==> config.mk <==
export PLATFORM = sky130hd
export DESIGN_NAME = sev_seg_scan_ctrl_flat
export DESIGN_NICKNAME = d
export VERILOG_FILES = /design/src/rtl/sev_seg_scan_ctrl_if.sv /design/src/rtl/sev_seg_scan_ctrl.sv /design/src/flat_wrapper.sv
export SDC_FILE = /design/constraint.sdc
export NUM_CORES = 1
export LEC_CHECK = 0
export BUFFER_PORTS_ARGS = -buffer_cell sky130_fd_sc_hd__clkbuf_2
export CORE_ASPECT_RATIO = 2
export CORE_MARGIN = 3
export CORE_UTILIZATION = 60
export DETAILED_ROUTE_END_ITERATION = 12
export PLACE_DENSITY = 0.83
export SLEW_MARGIN = 20
export SYNTH_ARGS = -nofsm -noshare
export SYNTH_HDL_FRONTEND = slang
export SYNTH_SLANG_ARGS = --single-unit
export TNS_END_PERCENT = 5
==> constraint.sdc <==
create_clock -name clk -period 7.32 [get_ports clk]
set_input_delay 1.464 -clock clk [delete_from_list [all_inputs] [get_ports clk]]
set_output_delay 1.464 -clock clk [all_outputs]
set_load 0.02 [all_outputs]
==> src/rtl/sev_seg_scan_ctrl_if.sv <==
// Bundle of display-side signals for sev_seg_scan_ctrl.
// The master drives digit data and display controls, the slave (the scan
// controller) drives the active-low segment/anode pins and frame_sync.
// The blink_mask signal exists only when SEV_SEG_BLINK_EN is defined.
interface sev_seg_scan_ctrl_if #(
  parameter int NUM_DIGITS = 8
);
  logic [4*NUM_DIGITS-1:0] digits_in;
  logic [NUM_DIGITS-1:0]   dp_in;
  logic [NUM_DIGITS-1:0]   en_mask;
  logic                    load;
  logic                    lz_blank;
  logic [3:0]              brightness;
`ifdef SEV_SEG_BLINK_EN
  logic [NUM_DIGITS-1:0]   blink_mask;
`endif
  logic [6:0]              Seg;
  logic                    DP;
  logic [NUM_DIGITS-1:0]   AN;
  logic                    frame_sync;

  modport master (
`ifdef SEV_SEG_BLINK_EN
    output blink_mask,
`endif
    output digits_in, dp_in, en_mask, load, lz_blank, brightness,
    input  Seg, DP, AN, frame_sync
  );

  modport slave (
`ifdef SEV_SEG_BLINK_EN
    input  blink_mask,
`endif
    input  digits_in, dp_in, en_mask, load, lz_blank, brightness,
    output Seg, DP, AN, frame_sync
  );
endinterface

==> src/rtl/sev_seg_scan_ctrl.sv <==
// Multiplexed seven-segment scan controller with double-buffered digits,
// per-digit enable and decimal point, leading-zero blanking and 4-bit PWM
// brightness. All pin outputs are registered and active low.
// Optional blink support is compiled in with `define SEV_SEG_BLINK_EN.
module sev_seg_scan_ctrl #(
  parameter int  NUM_DIGITS  = 8,
  parameter int  REFRESH_DIV = 100000,
  localparam int IDX_W       = $clog2(NUM_DIGITS)
) (
  input logic                clk,
  input logic                reset,
  sev_seg_scan_ctrl_if.slave bus
);

  localparam int PRESC_W = $clog2(REFRESH_DIV);

  if (REFRESH_DIV < 16 || NUM_DIGITS < 2 || NUM_DIGITS > 16) begin : gen_param_check
    $error("sev_seg_scan_ctrl: REFRESH_DIV must be >= 16 and NUM_DIGITS in 2..16");
  end

  logic [PRESC_W-1:0]              presc_q;
  logic [IDX_W-1:0]                idx_q;
  logic [3:0]                      pwm_q;
  logic [NUM_DIGITS-1:0][3:0]      shadow_dig_q, frame_dig_q;
  logic [NUM_DIGITS-1:0]           shadow_dp_q, frame_dp_q;
  logic [NUM_DIGITS-1:0]           an_q, an_d;
  logic [6:0]                      seg_q, seg_d;
  logic                            dp_q, dp_d;
  logic                            frame_sync_q;
  logic                            tick, wrap_tick;
  logic [NUM_DIGITS-1:0]           blank;
  logic                            zero_run;
  logic                            lit;

`ifdef SEV_SEG_BLINK_EN
  logic [4:0] blink_cnt_q;
  logic       blink_phase_q;

  // Blink phase flips once every 32 frame wraps.
  always_ff @(posedge clk) begin
    if (reset) begin
      blink_cnt_q   <= '0;
      blink_phase_q <= 1'b0;
    end else if (wrap_tick) begin
      blink_cnt_q <= blink_cnt_q + 1'b1;
      if (blink_cnt_q == 5'd31) blink_phase_q <= ~blink_phase_q;
    end
  end
`endif

  function automatic logic [6:0] hex_to_seg(input logic [3:0] nib);
    logic [6:0] s;
    case (nib)
      4'h0: s = 7'h40;
      4'h1: s = 7'h79;
      4'h2: s = 7'h24;
      4'h3: s = 7'h30;
      4'h4: s = 7'h19;
      4'h5: s = 7'h12;
      4'h6: s = 7'h02;
      4'h7: s = 7'h78;
      4'h8: s = 7'h00;
      4'h9: s = 7'h10;
      4'hA: s = 7'h08;
      4'hB: s = 7'h03;
      4'hC: s = 7'h46;
      4'hD: s = 7'h21;
      4'hE: s = 7'h06;
      default: s = 7'h0E;
    endcase
    return s;
  endfunction

  // Slot tick and frame wrap detection.
  always_comb begin
    tick      = (presc_q == PRESC_W'(REFRESH_DIV - 1));
    wrap_tick = tick && (idx_q == IDX_W'(NUM_DIGITS - 1));
  end

  // Leading-zero run scanned from the most significant digit down; digit 0 never blanks.
  always_comb begin
    zero_run = 1'b1;
    blank    = '0;
    for (int k = NUM_DIGITS - 1; k >= 0; k--) begin
      zero_run = zero_run & (frame_dig_q[k] == 4'h0);
      blank[k] = bus.lz_blank & zero_run & (k != 0);
    end
  end

  // Next pin values for the current scan slot; anodes dark on every tick to avoid ghosting.
  always_comb begin
    lit = (pwm_q < bus.brightness) && bus.en_mask[idx_q];
`ifdef SEV_SEG_BLINK_EN
    if (blink_phase_q && bus.blink_mask[idx_q]) lit = 1'b0;
`endif
    an_d = '1;
    if (!tick && lit) an_d = ~(NUM_DIGITS'(1) << idx_q);
    seg_d = blank[idx_q] ? 7'h7F : hex_to_seg(frame_dig_q[idx_q]);
    dp_d  = ~frame_dp_q[idx_q];
  end

  // Prescaler, scan index, PWM counter and frame pulse.
  always_ff @(posedge clk) begin
    if (reset) begin
      presc_q      <= '0;
      idx_q        <= '0;
      pwm_q        <= '0;
      frame_sync_q <= 1'b0;
    end else begin
      presc_q      <= tick ? '0 : presc_q + 1'b1;
      pwm_q        <= pwm_q + 1'b1;
      frame_sync_q <= wrap_tick;
      if (tick) idx_q <= wrap_tick ? '0 : idx_q + 1'b1;
    end
  end

  // Shadow captures on load; frame copies at the wrap, taking live inputs if load coincides.
  always_ff @(posedge clk) begin
    if (reset) begin
      shadow_dig_q <= '0;
      shadow_dp_q  <= '0;
      frame_dig_q  <= '0;
      frame_dp_q   <= '0;
    end else begin
      if (bus.load) begin
        shadow_dig_q <= bus.digits_in;
        shadow_dp_q  <= bus.dp_in;
      end
      if (wrap_tick) begin
        frame_dig_q <= bus.load ? bus.digits_in : shadow_dig_q;
        frame_dp_q  <= bus.load ? bus.dp_in     : shadow_dp_q;
      end
    end
  end

  // Registered pin outputs.
  always_ff @(posedge clk) begin
    if (reset) begin
      an_q  <= '1;
      seg_q <= 7'h7F;
      dp_q  <= 1'b1;
    end else begin
      an_q  <= an_d;
      seg_q <= seg_d;
      dp_q  <= dp_d;
    end
  end

  assign bus.AN         = an_q;
  assign bus.Seg        = seg_q;
  assign bus.DP         = dp_q;
  assign bus.frame_sync = frame_sync_q;

endmodule

==> src/flat_wrapper.sv <==
// flat-port wrapper written by rule: the top's interface ports become plain ports
module sev_seg_scan_ctrl_flat 
#(
  parameter int  NUM_DIGITS  = 8,
  parameter int  REFRESH_DIV = 100000,
  localparam int IDX_W       = $clog2(NUM_DIGITS)
)
  (clk, reset, bus_digits_in, bus_dp_in, bus_en_mask, bus_load, bus_lz_blank, bus_brightness, bus_Seg, bus_DP, bus_AN, bus_frame_sync);
  sev_seg_scan_ctrl_if #(.NUM_DIGITS(NUM_DIGITS)) bus_i ();
  input logic clk;
  input logic reset;
  input wire logic [$bits(bus_i.digits_in)-1:0] bus_digits_in;
  input wire logic [$bits(bus_i.dp_in)-1:0] bus_dp_in;
  input wire logic [$bits(bus_i.en_mask)-1:0] bus_en_mask;
  input wire logic [$bits(bus_i.load)-1:0] bus_load;
  input wire logic [$bits(bus_i.lz_blank)-1:0] bus_lz_blank;
  input wire logic [$bits(bus_i.brightness)-1:0] bus_brightness;
  output wire logic [$bits(bus_i.Seg)-1:0] bus_Seg;
  output wire logic [$bits(bus_i.DP)-1:0] bus_DP;
  output wire logic [$bits(bus_i.AN)-1:0] bus_AN;
  output wire logic [$bits(bus_i.frame_sync)-1:0] bus_frame_sync;
  assign bus_i.digits_in = bus_digits_in;
  assign bus_i.dp_in = bus_dp_in;
  assign bus_i.en_mask = bus_en_mask;
  assign bus_i.load = bus_load;
  assign bus_i.lz_blank = bus_lz_blank;
  assign bus_i.brightness = bus_brightness;
  assign bus_Seg = bus_i.Seg;
  assign bus_DP = bus_i.DP;
  assign bus_AN = bus_i.AN;
  assign bus_frame_sync = bus_i.frame_sync;
  sev_seg_scan_ctrl #(.NUM_DIGITS(NUM_DIGITS), .REFRESH_DIV(REFRESH_DIV)) u_core (.clk(clk), .reset(reset), .bus(bus_i));
endmodule
==> results of run 1 <==
[sequential cells by signal (all words and copies together) (netlist names)]
register and cells:
u_core.frame_dig_q 32, u_core.shadow_dig_q 32, u_core.presc_q 17, u_core.bus.AN 8
u_core.frame_dp_q 8, u_core.shadow_dp_q 8, u_core.bus.Seg 7, u_core.pwm_q 4
u_core.idx_q 3, u_core.bus.DP 1, u_core.bus.frame_sync 1
[layout by cell type, fill, tap and decap left out, types with 5 or more instances in the layout]
master     Yosys  routed
dfxtp_1      121     121
nor2_1       101     101
clkbuf_2       0      72
mux2i_1       47      47
a211oi_1      40      40
nand2_1       21      21
ha_1          17      17
clkbuf_16      0      17
nand3_1       14      14
inv_1         13      13
xor2_1        11      11
o21ai_0        8       8
a21oi_1        8       8
nor4_1         8       8
mux4_2         6       6
mux4_1         6       6
nand4_1        5       5
buf_4          0       5
[kinds of logic (layout without fill, tap and decap cells)]
family | count (synthesis) | count (layout) | synth area share
DFF | 121 | 121 | 0.484
muxes | 63 | 63 | 0.161
buffers and inverters | 43 | 121 | 0.0367
and+or+nand+nor | 169 | 169 | 0.149
adders and majority gates | 17 | 17 | 0.0425
xor gates and xnor gates | 14 | 14 | 0.0245
AOI/OAI and AO/OA | 71 | 71 | 0.102
[through the flow]
step                area (sq um)  hold WS, ns  setup slack [ns]  power [mW]
floorplan                   5010        0.413              4.49       0.745
global placement            5400        0.422              4.14       0.770
detailed placement          5400        0.432              4.06       0.774
CTS                         6030        0.470              4.48        1.65
global route                6030        0.484              4.27        1.69
finish                      6030        0.469              4.44        1.64
[cell type report]
type / count / area share
inverters: 13 / 0.00809
repair buffers: 77 / 0.0660
clock buffers: 24 / 0.0816
flip-flops and latches: 121 / 0.402
well taps: 96 / 0.0199
clock inverters: 7 / 0.0230
multi-input cells: 334 / 0.400
[worst min path at each step]
stage | from | end | slack, ns
floorplan | u_core.presc_q[0] | u_core.presc_q[0] | 0.41
global placement | u_core.presc_q[0] | u_core.presc_q[0] | 0.42
detailed placement | u_core.presc_q[0] | u_core.presc_q[0] | 0.43
CTS | u_core.presc_q[0] | u_core.presc_q[0] | 0.47
global route | u_core.presc_q[0] | u_core.presc_q[0] | 0.48
finish | u_core.presc_q[0] | u_core.presc_q[0] | 0.47
[power by group through the flow]
stage	Sequential [mW]	Clock, mW	Combinational, mW
6_report	0.684	0.879	0.0776
3_5_place_dp	0.697	0	0.0770
2_1_floorplan	0.698	0	0.0467
4_1_cts	0.684	0.885	0.0784
5_1_grt	0.685	0.918	0.0851
3_3_place_gp	0.696	0	0.0736
[per-layer routing]
layer  track usage  vias to the layer above  share of wire
li1              -                     1903              -
met1         0.238                     1829           0.35
met2         0.449                      104           0.56
met3        0.0557                       45          0.047
met4         0.139                        0          0.045
met5             0                        -              0
[worst max-delay path, delay by kind of cell]
kind | cells | cell delay, ns
AO/OA/AOI/OAI | 2 | 0.82
AND/OR/NAND/NOR | 1 | 0.15
buffers and inverters | 3 | 0.66
==> impl_metrics.env, run 1 <==
export IMPL_switching_share=0.199
export IMPL_vias=3881
export IMPL_synth_area_top_cells="dfxtp_1 (48%), mux2i_1 (9.4%), nor2_1 (7.6%)"
export IMPL_cpMaxStageDelayCell="a2111oi_4"
export IMPL_cts_tree="built"
export IMPL_fin_util=0.754
export IMPL_initial_core_util=0.626
export IMPL_hpwl_microns=7420
export IMPL_postCtsSetupRepairBufs=0
export IMPL_ctsResizeCount=0
export IMPL_clk_pin_slew_ns=0.05
export IMPL_grt_setup_unrepaired="no"
export IMPL_clock_skew_ns=0.00894
export IMPL_synth_edf_count=0
export IMPL_antenna_found_initial=0
export IMPL_cts_buffers=17
export IMPL_finalSetupViolCount=0
export IMPL_synth_common_cells="dfxtp_1 (121), nor2_1 (101), mux2i_1 (47)"
export IMPL_worstMarginPinSlew_ns=0.865
export IMPL_yosysUniqueCellTypes=41
export IMPL_synth_avg_cell_area_sq_um=10.1
export IMPL_cts_root_buf="clkbuf_16"
export IMPL_pin_count=73
export IMPL_max_stage_delay_ns=0.54
export IMPL_cp_startpoint="reset"
export IMPL_synth_nets=571
export IMPL_synth_seq_area_share=0.484
export IMPL_post_synth_instance_area_sq_mm=0.00501
export IMPL_die_height_microns=135
export IMPL_grt_overflow=0
export IMPL_seqPwrFrac=0.417
export IMPL_synthFlopType="dfxtp_1"
export IMPL_die_x_microns=70.6
export IMPL_core_sq_mm=0.00800
export IMPL_hold_violations=0
export IMPL_crit_arrival_ns=3.13
export IMPL_worstPathMaxFanout=91
export IMPL_max_freq_mhz=348
export IMPL_power_density_mw_per_mm2=272
export IMPL_r2r_end="u_core.frame_dig_q[11]"
export IMPL_required_ns=7.57
export IMPL_grt_pass1_wl_microns=18200
export IMPL_async_flop_share=0
export IMPL_slew_limit_headroom=0.424
export IMPL_regArea_sq_mm=0.00242
export IMPL_stdcell_count=672
export IMPL_comb_power_share=0.047
export IMPL_grt_max_degree=92
export IMPL_port_buffers=72
export IMPL_finalNetCount=637
export IMPL_slew_violations=0
export IMPL_h_tree_depth=4
export IMPL_cts_hold_buffers=0
export IMPL_remaining_drc_errors=0
export IMPL_finalSetupTns_ns=0
export IMPL_vias_per_cell=5.78
export IMPL_path_common_cell="buf_4"
export IMPL_dieArea_sq_mm=0.00955
export IMPL_syn_to_final_growth_pct=20.4
export IMPL_rr_startpoint="u_core.idx_q[0]"
export IMPL_clkPwrFrac=0.536
export IMPL_clk_path_buf_depth=2
export IMPL_min_path_type="reg -> reg"
export IMPL_endpoint="u_core.bus.AN[2]"
export IMPL_synth_warnings=0
export IMPL_yosysTopAreaCellShare=0.484
export IMPL_p_int_mw=1.31
export IMPL_multi_input_area_sq_mm=0.00241
export IMPL_ant_nets=0
export IMPL_status="finished, final reports clean"
export IMPL_wire_per_inst_microns=16.2
export IMPL_synth_most_common_cell="dfxtp_1"
export IMPL_end_kind="flip-flop"
export IMPL_fin_crit_sh=0.393
export IMPL_critPathKind="in -> reg"
export IMPL_row_count=46
export IMPL_grt_pass1_vias=4037
export IMPL_drt_iter0_markers=197
export IMPL_reg2regPathDepth=8
export IMPL_whs_path_depth=1
export IMPL_yosysTopAreaCell="dfxtp_1"
export IMPL_grt_usage=0.241
export IMPL_critPathLaunchType="primary input"
export IMPL_p_sw_mw=0.326
export IMPL_wirelength_microns=10900
export IMPL_synthCells=498
export IMPL_ys_seq_elements=121
export IMPL_fin_crit_ns=2.88
export IMPL_p_leak_nw=2.55
export IMPL_gp_congestion=0.798
export IMPL_first_pass_iters=4
export IMPL_drive_gt1_frac=0.207
export IMPL_ir_worst_vdd_mv=0.239
export IMPL_path_cells="clkbuf_2, buf_4, o21bai_1, buf_4, a2111oi_4, nand3_1"
export IMPL_place_inst=641
export IMPL_rrSetupSlack_ns=4.52
export IMPL_cts_sinks=121
export IMPL_diodes=0
export IMPL_cap_violations=0
export IMPL_final_fill_count=552
export IMPL_clkLatencyLatePin_ns=0.41
Power figures use the tool's default switching activity.
==> run 2: changes to the inputs <==
--- a/config.mk
+++ b/config.mk
@@ -8,9 +8,9 @@
 export BUFFER_PORTS_ARGS = -buffer_cell sky130_fd_sc_hd__clkbuf_2
 export CORE_ASPECT_RATIO = 2
 export CORE_MARGIN = 3
-export CORE_UTILIZATION = 60
+export CORE_UTILIZATION = 51
 export DETAILED_ROUTE_END_ITERATION = 12
-export PLACE_DENSITY = 0.83
+export PLACE_DENSITY = 0.75
 export SLEW_MARGIN = 20
 export SYNTH_ARGS = -nofsm -noshare
 export SYNTH_HDL_FRONTEND = slang
==> constraint.sdc (replaced) <==
create_clock -name clk -period 2.36 [get_ports clk]
set_input_delay 0.472 -clock clk [delete_from_list [all_inputs] [get_ports clk]]
set_output_delay 0.472 -clock clk [all_outputs]
set_load 0.02 [all_outputs]
==> run 2 against run 1 <==
  * Flip-flop and latch count is the same
  * Non-clock buffer count grew 10
  * Total power grew to 3.1 times the previous value
  * Worst setup slack lost 4.3 ns
  * Combinational power grew to 3.1 times the previous value
  * Clock power grew to 3.1 times the previous value
  * Via count shrank 0.88%
  * Critical path depth grew 1
  * First-iteration DRC count shrank 24%
  * Register-to-register slack lost 4.4 ns
  * Core utilization shrank 9.6 points
  * Final area grew 3.1%
  * Critical path type is now reg -> reg
  * Critical endpoint is now u_core.bus.Seg[3]
==> impl_metrics.env, run 2 (synthesized netlist as in run 1, its figures left out) <==
export IMPL_final_fill_count=739
export IMPL_worst_path_buf_inv=1
export IMPL_max_stage_delay_ns=0.50
export IMPL_port_buffers=72
export IMPL_layout_setup_ws_ns=0.161
export IMPL_fin_total_pwr_mw=5.09
export IMPL_final_common_cell="dfxtp_1"
export IMPL_clkLatencyLatePin_ns=0.41
export IMPL_antenna_found_initial=0
export IMPL_worstMarginPinSlew_ns=0.608
export IMPL_clk_pin_slew_ns=0.06
export IMPL_cts_root_buf="clkbuf_16"
export IMPL_die_x_microns=76.1
export IMPL_first_pass_iters=4
export IMPL_die_height_microns=146
export IMPL_place_inst=679
export IMPL_required_ns=2.63
export IMPL_power_density_mw_per_mm2=819
export IMPL_critPathLaunchType="flip-flop"
export IMPL_path_common_cell="mux2_2"
export IMPL_wirelength_microns=11000
export IMPL_grt_max_degree=81
export IMPL_syn_to_final_growth_pct=24.0
export IMPL_min_to="u_core.shadow_dig_q[22]"
export IMPL_rrSetupSlack_ns=0.16
export IMPL_worstPathMaxFanout=14
export IMPL_slew_limit_headroom=0.593
export IMPL_cap_violations=0
export IMPL_cp_startpoint="u_core.idx_q[0]"
export IMPL_cts_sinks=121
export IMPL_h_tree_depth=4
export IMPL_cpMaxStageDelayCell="mux4_2"
export IMPL_clock_skew_ns=0.00731
export IMPL_vias=3847
export IMPL_reg2regPathDepth=7
export IMPL_cts_tree="built"
export IMPL_grt_setup_unrepaired="no"
export IMPL_ant_nets=0
export IMPL_hold_violations=0
export IMPL_final_cell_mix="dfxtp_1 (119), nor2_1 (101), clkbuf_2 (72)"
export IMPL_rr_startpoint="u_core.idx_q[0]"
export IMPL_min_path_type="in -> reg"
export IMPL_reg_top3="u_core.frame_dig_q (32), u_core.shadow_dig_q (32), u_core.presc_q (17)"
export IMPL_crit_family="multiplexers"
export IMPL_row_count=50
export IMPL_pin_count=73
export IMPL_wire_per_inst_microns=15.3
export IMPL_dieArea_sq_mm=0.0111
export IMPL_vias_per_cell=5.37
export IMPL_clk_path_buf_depth=2
export IMPL_remaining_drc_errors=0
export IMPL_finalSetupTns_ns=0
export IMPL_max_freq_mhz=455
export IMPL_p_leak_nw=2.59
export IMPL_crit_arrival_ns=2.47
export IMPL_status="finished, final reports clean"
export IMPL_grt_pass1_wl_microns=18000
export IMPL_diodes=0
export IMPL_end_kind="flip-flop"
export IMPL_grt_pass1_vias=3843
export IMPL_fin_crit_sh=0.932
export IMPL_path_cells="buf_12, mux4_2, mux2_2, ha_1, mux2_2, mux2i_1, nand2_1"
export IMPL_gp_congestion=0.850
export IMPL_ir_worst_vdd_mv=0.663
export IMPL_drt_iter0_markers=149
export IMPL_pre_cts_slack_ns=0.0962
export IMPL_hpwl_microns=7650
export IMPL_crit_cells=7
export IMPL_grt_usage=0.202
export IMPL_critPathKind="reg -> reg"
export IMPL_r2r_end="u_core.bus.Seg[3]"
export IMPL_finalNetCount=647
export IMPL_initial_core_util=0.530
export IMPL_cts_buffers=17
export IMPL_grt_overflow=0
export IMPL_finalSetupViolCount=0
export IMPL_min_from="bus_digits_in[22]"
export IMPL_fin_crit_ns=2.20
export IMPL_drive_gt1_frac=0.232
export IMPL_whs_path_depth=3
export IMPL_stdcell_count=717
export IMPL_slew_violations=0
export IMPL_core_sq_mm=0.00945
export IMPL_cts_hold_buffers=0
[run 2: cell count changes in the layout (fill, tap and decap cells not counted), sizes merged]
cell,previous run,this run
buf,5,14
clkinvlp,0,6
clkbuf,96,91
inv,13,15
clkinv,3,2
[run 2: routing by layer]
metal | part of all wire | vias to the layer above | GRT usage | routed length [microns]
met2 | 0.54 | 89 | 0.358 | 5900
li1 | - | 1911 | - | -
met4 | 0.022 | 0 | 0.0944 | 237
met1 | 0.39 | 1825 | 0.214 | 4270
met5 | 0 | - | 0 | 0
met3 | 0.051 | 22 | 0.0691 | 564
[run 2: timing repair]
item,in CTS,in global routing
endpoints found under the setup margin,0,3
resized for setup,0,3
setup buffers,0,5
[run 2: how the worst max path moves through the flow]
stage	to	slack (ns)
global placement	u_core.bus.Seg[3]	0.18
global route	u_core.bus.Seg[5]	0.007
floorplan	u_core.bus.Seg[3]	0.01
CTS	u_core.bus.Seg[5]	0.07
detailed placement	u_core.bus.Seg[3]	0.1
finish	u_core.bus.Seg[3]	0.16
[run 2: metrics by stage]
step | instance area [sq um] | hold WS, ns | util
2_1_floorplan | 5020 | 0.413 | -
3_3_place_gp | 5520 | 0.423 | 0.585
3_5_place_dp | 5520 | 0.438 | 0.585
4_1_cts | 6160 | 0.310 | 0.652
5_1_grt | 6210 | 0.319 | 0.658
6_report | 6210 | 0.324 | 0.658
[run 2: power breakdown]
group          leakage [nW]  switching [mW]  internal [mW]
combinational          1.31           0.135          0.107
sequential            0.988          0.0193           2.10
clock                 0.291           0.932           1.80
total                  2.59            1.09           4.00
[run 2: worst min-delay path, cell delays in order]
cell	delay, ns
clkbuf_2	0.08
mux2i_1	0.07
nor2_1	0.08
[run 2: final cells by class]
| cell class | instances | area (sq um) | share of cell area |
|---|---|---|---|
| timing repair buffer | 87 | 519 | 0.0836 |
| clock buffer | 18 | 439 | 0.0707 |
| sequential | 121 | 2420 | 0.390 |
| tap | 130 | 163 | 0.0262 |
| clock inverter | 14 | 196 | 0.0316 |
| multi-input combinational | 334 | 2420 | 0.390 |
| inverter | 13 | 48.8 | 0.00785 |
==> run 3: changes to the inputs <==
--- a/config.mk
+++ b/config.mk
@@ -7,7 +7,7 @@
 export LEC_CHECK = 0
 export BUFFER_PORTS_ARGS = -buffer_cell sky130_fd_sc_hd__clkbuf_2
 export CORE_ASPECT_RATIO = 2
-export CORE_MARGIN = 3
+export CORE_MARGIN = 1.5
 export CORE_UTILIZATION = 51
 export DETAILED_ROUTE_END_ITERATION = 12
 export PLACE_DENSITY = 0.75
==> run 3 against run 2 <==
  * Worst setup slack got worse by 0.068 ns
  * Critical endpoint unchanged
  * Critical path depth did not move
  * Sequential power barely moved
  * Hold slack improved by 0.0080 ns
  * Largest power group unchanged
  * Clock-buffer cell count rose by 1
  * Register-to-register slack got worse by 0.07 ns
  * Die area fell by 5.9%
  * Total power fell by 4.7%
==> impl_metrics.env, run 3 (synthesized netlist as in run 1, its figures left out) <==
export IMPL_finalNetCount=643
export IMPL_crit_family="multiplexers"
export IMPL_multi_input_area_sq_mm=0.00242
export IMPL_reg_top3="u_core.frame_dig_q (32), u_core.shadow_dig_q (32), u_core.presc_q (17)"
export IMPL_wire_per_inst_microns=14.8
export IMPL_worstMarginPinSlew_ns=0.623
export IMPL_gp_congestion=0.827
export IMPL_final_area_sq_mm=0.00613
export IMPL_clkLatencyLatePin_ns=0.41
export IMPL_pin_count=73
export IMPL_initial_core_util=0.520
export IMPL_finalSetupTns_ns=0
export IMPL_clk_path_buf_depth=2
export IMPL_status="finished, final reports clean"
export IMPL_grt_pass1_vias=3867
export IMPL_critPathLaunchType="flip-flop"
export IMPL_min_path_type="in -> reg"
export IMPL_wirelength_microns=10500
export IMPL_drt_iter0_markers=186
export IMPL_core_sq_mm=0.00964
export IMPL_vias=3873
export IMPL_power_density_mw_per_mm2=791
export IMPL_end_kind="flip-flop"
export IMPL_grt_max_degree=82
export IMPL_ir_worst_vdd_mv=0.709
export IMPL_place_area_sq_mm=0.00554
export IMPL_worst_path_buf_inv=1
export IMPL_first_pass_iters=4
export IMPL_dieArea_sq_mm=0.0105
export IMPL_max_freq_mhz=441
export IMPL_grt_overflow=0
export IMPL_port_buffers=72
export IMPL_path_cells="buf_12, mux4_2, mux2_2, ha_1, mux2_2, mux2i_1, nand2_1"
export IMPL_final_fill_count=768
export IMPL_grt_setup_unrepaired="no"
export IMPL_min_from="bus_digits_in[25]"
export IMPL_rr_startpoint="u_core.idx_q[0]"
export IMPL_hold_ws_ns=0.332
export IMPL_ctsResizeCount=0
export IMPL_cts_sinks=121
export IMPL_remaining_drc_errors=0
export IMPL_regArea_sq_mm=0.00242
export IMPL_cts_hold_buffers=0
export IMPL_ant_nets=0
export IMPL_row_count=51
export IMPL_crit_arrival_ns=2.53
export IMPL_cpMaxStageDelayCell="mux4_2"
export IMPL_slew_limit_headroom=0.583
export IMPL_postCtsSetupRepairBufs=0
export IMPL_diodes=0
export IMPL_cap_violations=0
export IMPL_fin_crit_ns=2.27
export IMPL_fin_crit_sh=0.961
export IMPL_final_cell_mix="dfxtp_1 (121), nor2_1 (101), clkbuf_2 (72)"
export IMPL_slew_violations=0
export IMPL_path_common_cell="mux2_2"
export IMPL_cts_root_buf="clkbuf_16"
export IMPL_finalSetupViolCount=0
export IMPL_final_common_cell="dfxtp_1"
export IMPL_clock_skew_ns=0.0108
export IMPL_required_ns=2.62
export IMPL_hpwl_microns=7600
export IMPL_vias_per_cell=5.42
export IMPL_cts_buffers=17
export IMPL_max_stage_delay_ns=0.51
export IMPL_grt_pass1_wl_microns=17400
export IMPL_syn_to_final_growth_pct=22.4
export IMPL_die_height_microns=143
export IMPL_antenna_found_initial=0
export IMPL_clk_pin_slew_ns=0.05
export IMPL_drive_gt1_frac=0.223
export IMPL_die_x_microns=73.1
export IMPL_cts_tree="built"
export IMPL_h_tree_depth=4
export IMPL_critPathKind="reg -> reg"
export IMPL_worstPathMaxFanout=16
export IMPL_grt_usage=0.218
export IMPL_hold_violations=0
export IMPL_p_leak_nw=2.57
export IMPL_cp_startpoint="u_core.idx_q[0]"
## run 3: stage by stage
| step | instances | utilization | power, mW | setup WS [ns] |
|---|---|---|---|---|
| after floorplan | 498 | - | 2.31 | 0.0135 |
| after global placement | 681 | 0.575 | 2.40 | 0.178 |
| after detailed placement | 681 | 0.575 | 2.41 | 0.0721 |
| after CTS | 713 | 0.635 | 4.89 | 0.0709 |
| after global routing | 715 | 0.636 | 5.01 | 0.00845 |
| final | 715 | 0.636 | 4.85 | 0.0928 |
## run 3: final timing paths
kind / slack (ns) / cells after the start / endpoint
setup / recovery: 0.09 / 7 / u_core.bus.Seg[3]
hold / removal: 0.33 / 3 / u_core.shadow_dig_q[25]
setup reg to reg: 0.09 / 7 / u_core.bus.Seg[3]
hold reg to reg: 0.43 / 1 / u_core.presc_q[0]
## run 3: per-layer routing
layer  global-route usage  wire length [microns]  up-vias
li1                     -                      -     1910
met1                0.237                   4180     1836
met2                0.373                   5630      101
met3               0.0670                    445       26
met4                0.109                    288        0
met5                    0                      0        -
## run 3: area by class of cell
cell class / instances / area share
flip-flops and latches: 121 / 0.395
multi-input cells: 334 / 0.395
repair buffers: 83 / 0.0804
clock buffers: 19 / 0.0739
well taps: 132 / 0.0269
clock inverters: 13 / 0.0208
inverters: 13 / 0.00796
## run 3: tightest hold or removal path, cell delays in order
cell	delay [ns]
clkbuf_2	0.08
mux2i_1	0.08
nor2_1	0.08
## run 3: where the power goes
group	leakage, nW	internal [mW]	switching, mW	total (mW)
Sequential	0.987	2.10	0.0193	2.12
Clock	0.288	1.59	0.894	2.49
Combinational	1.29	0.108	0.136	0.244
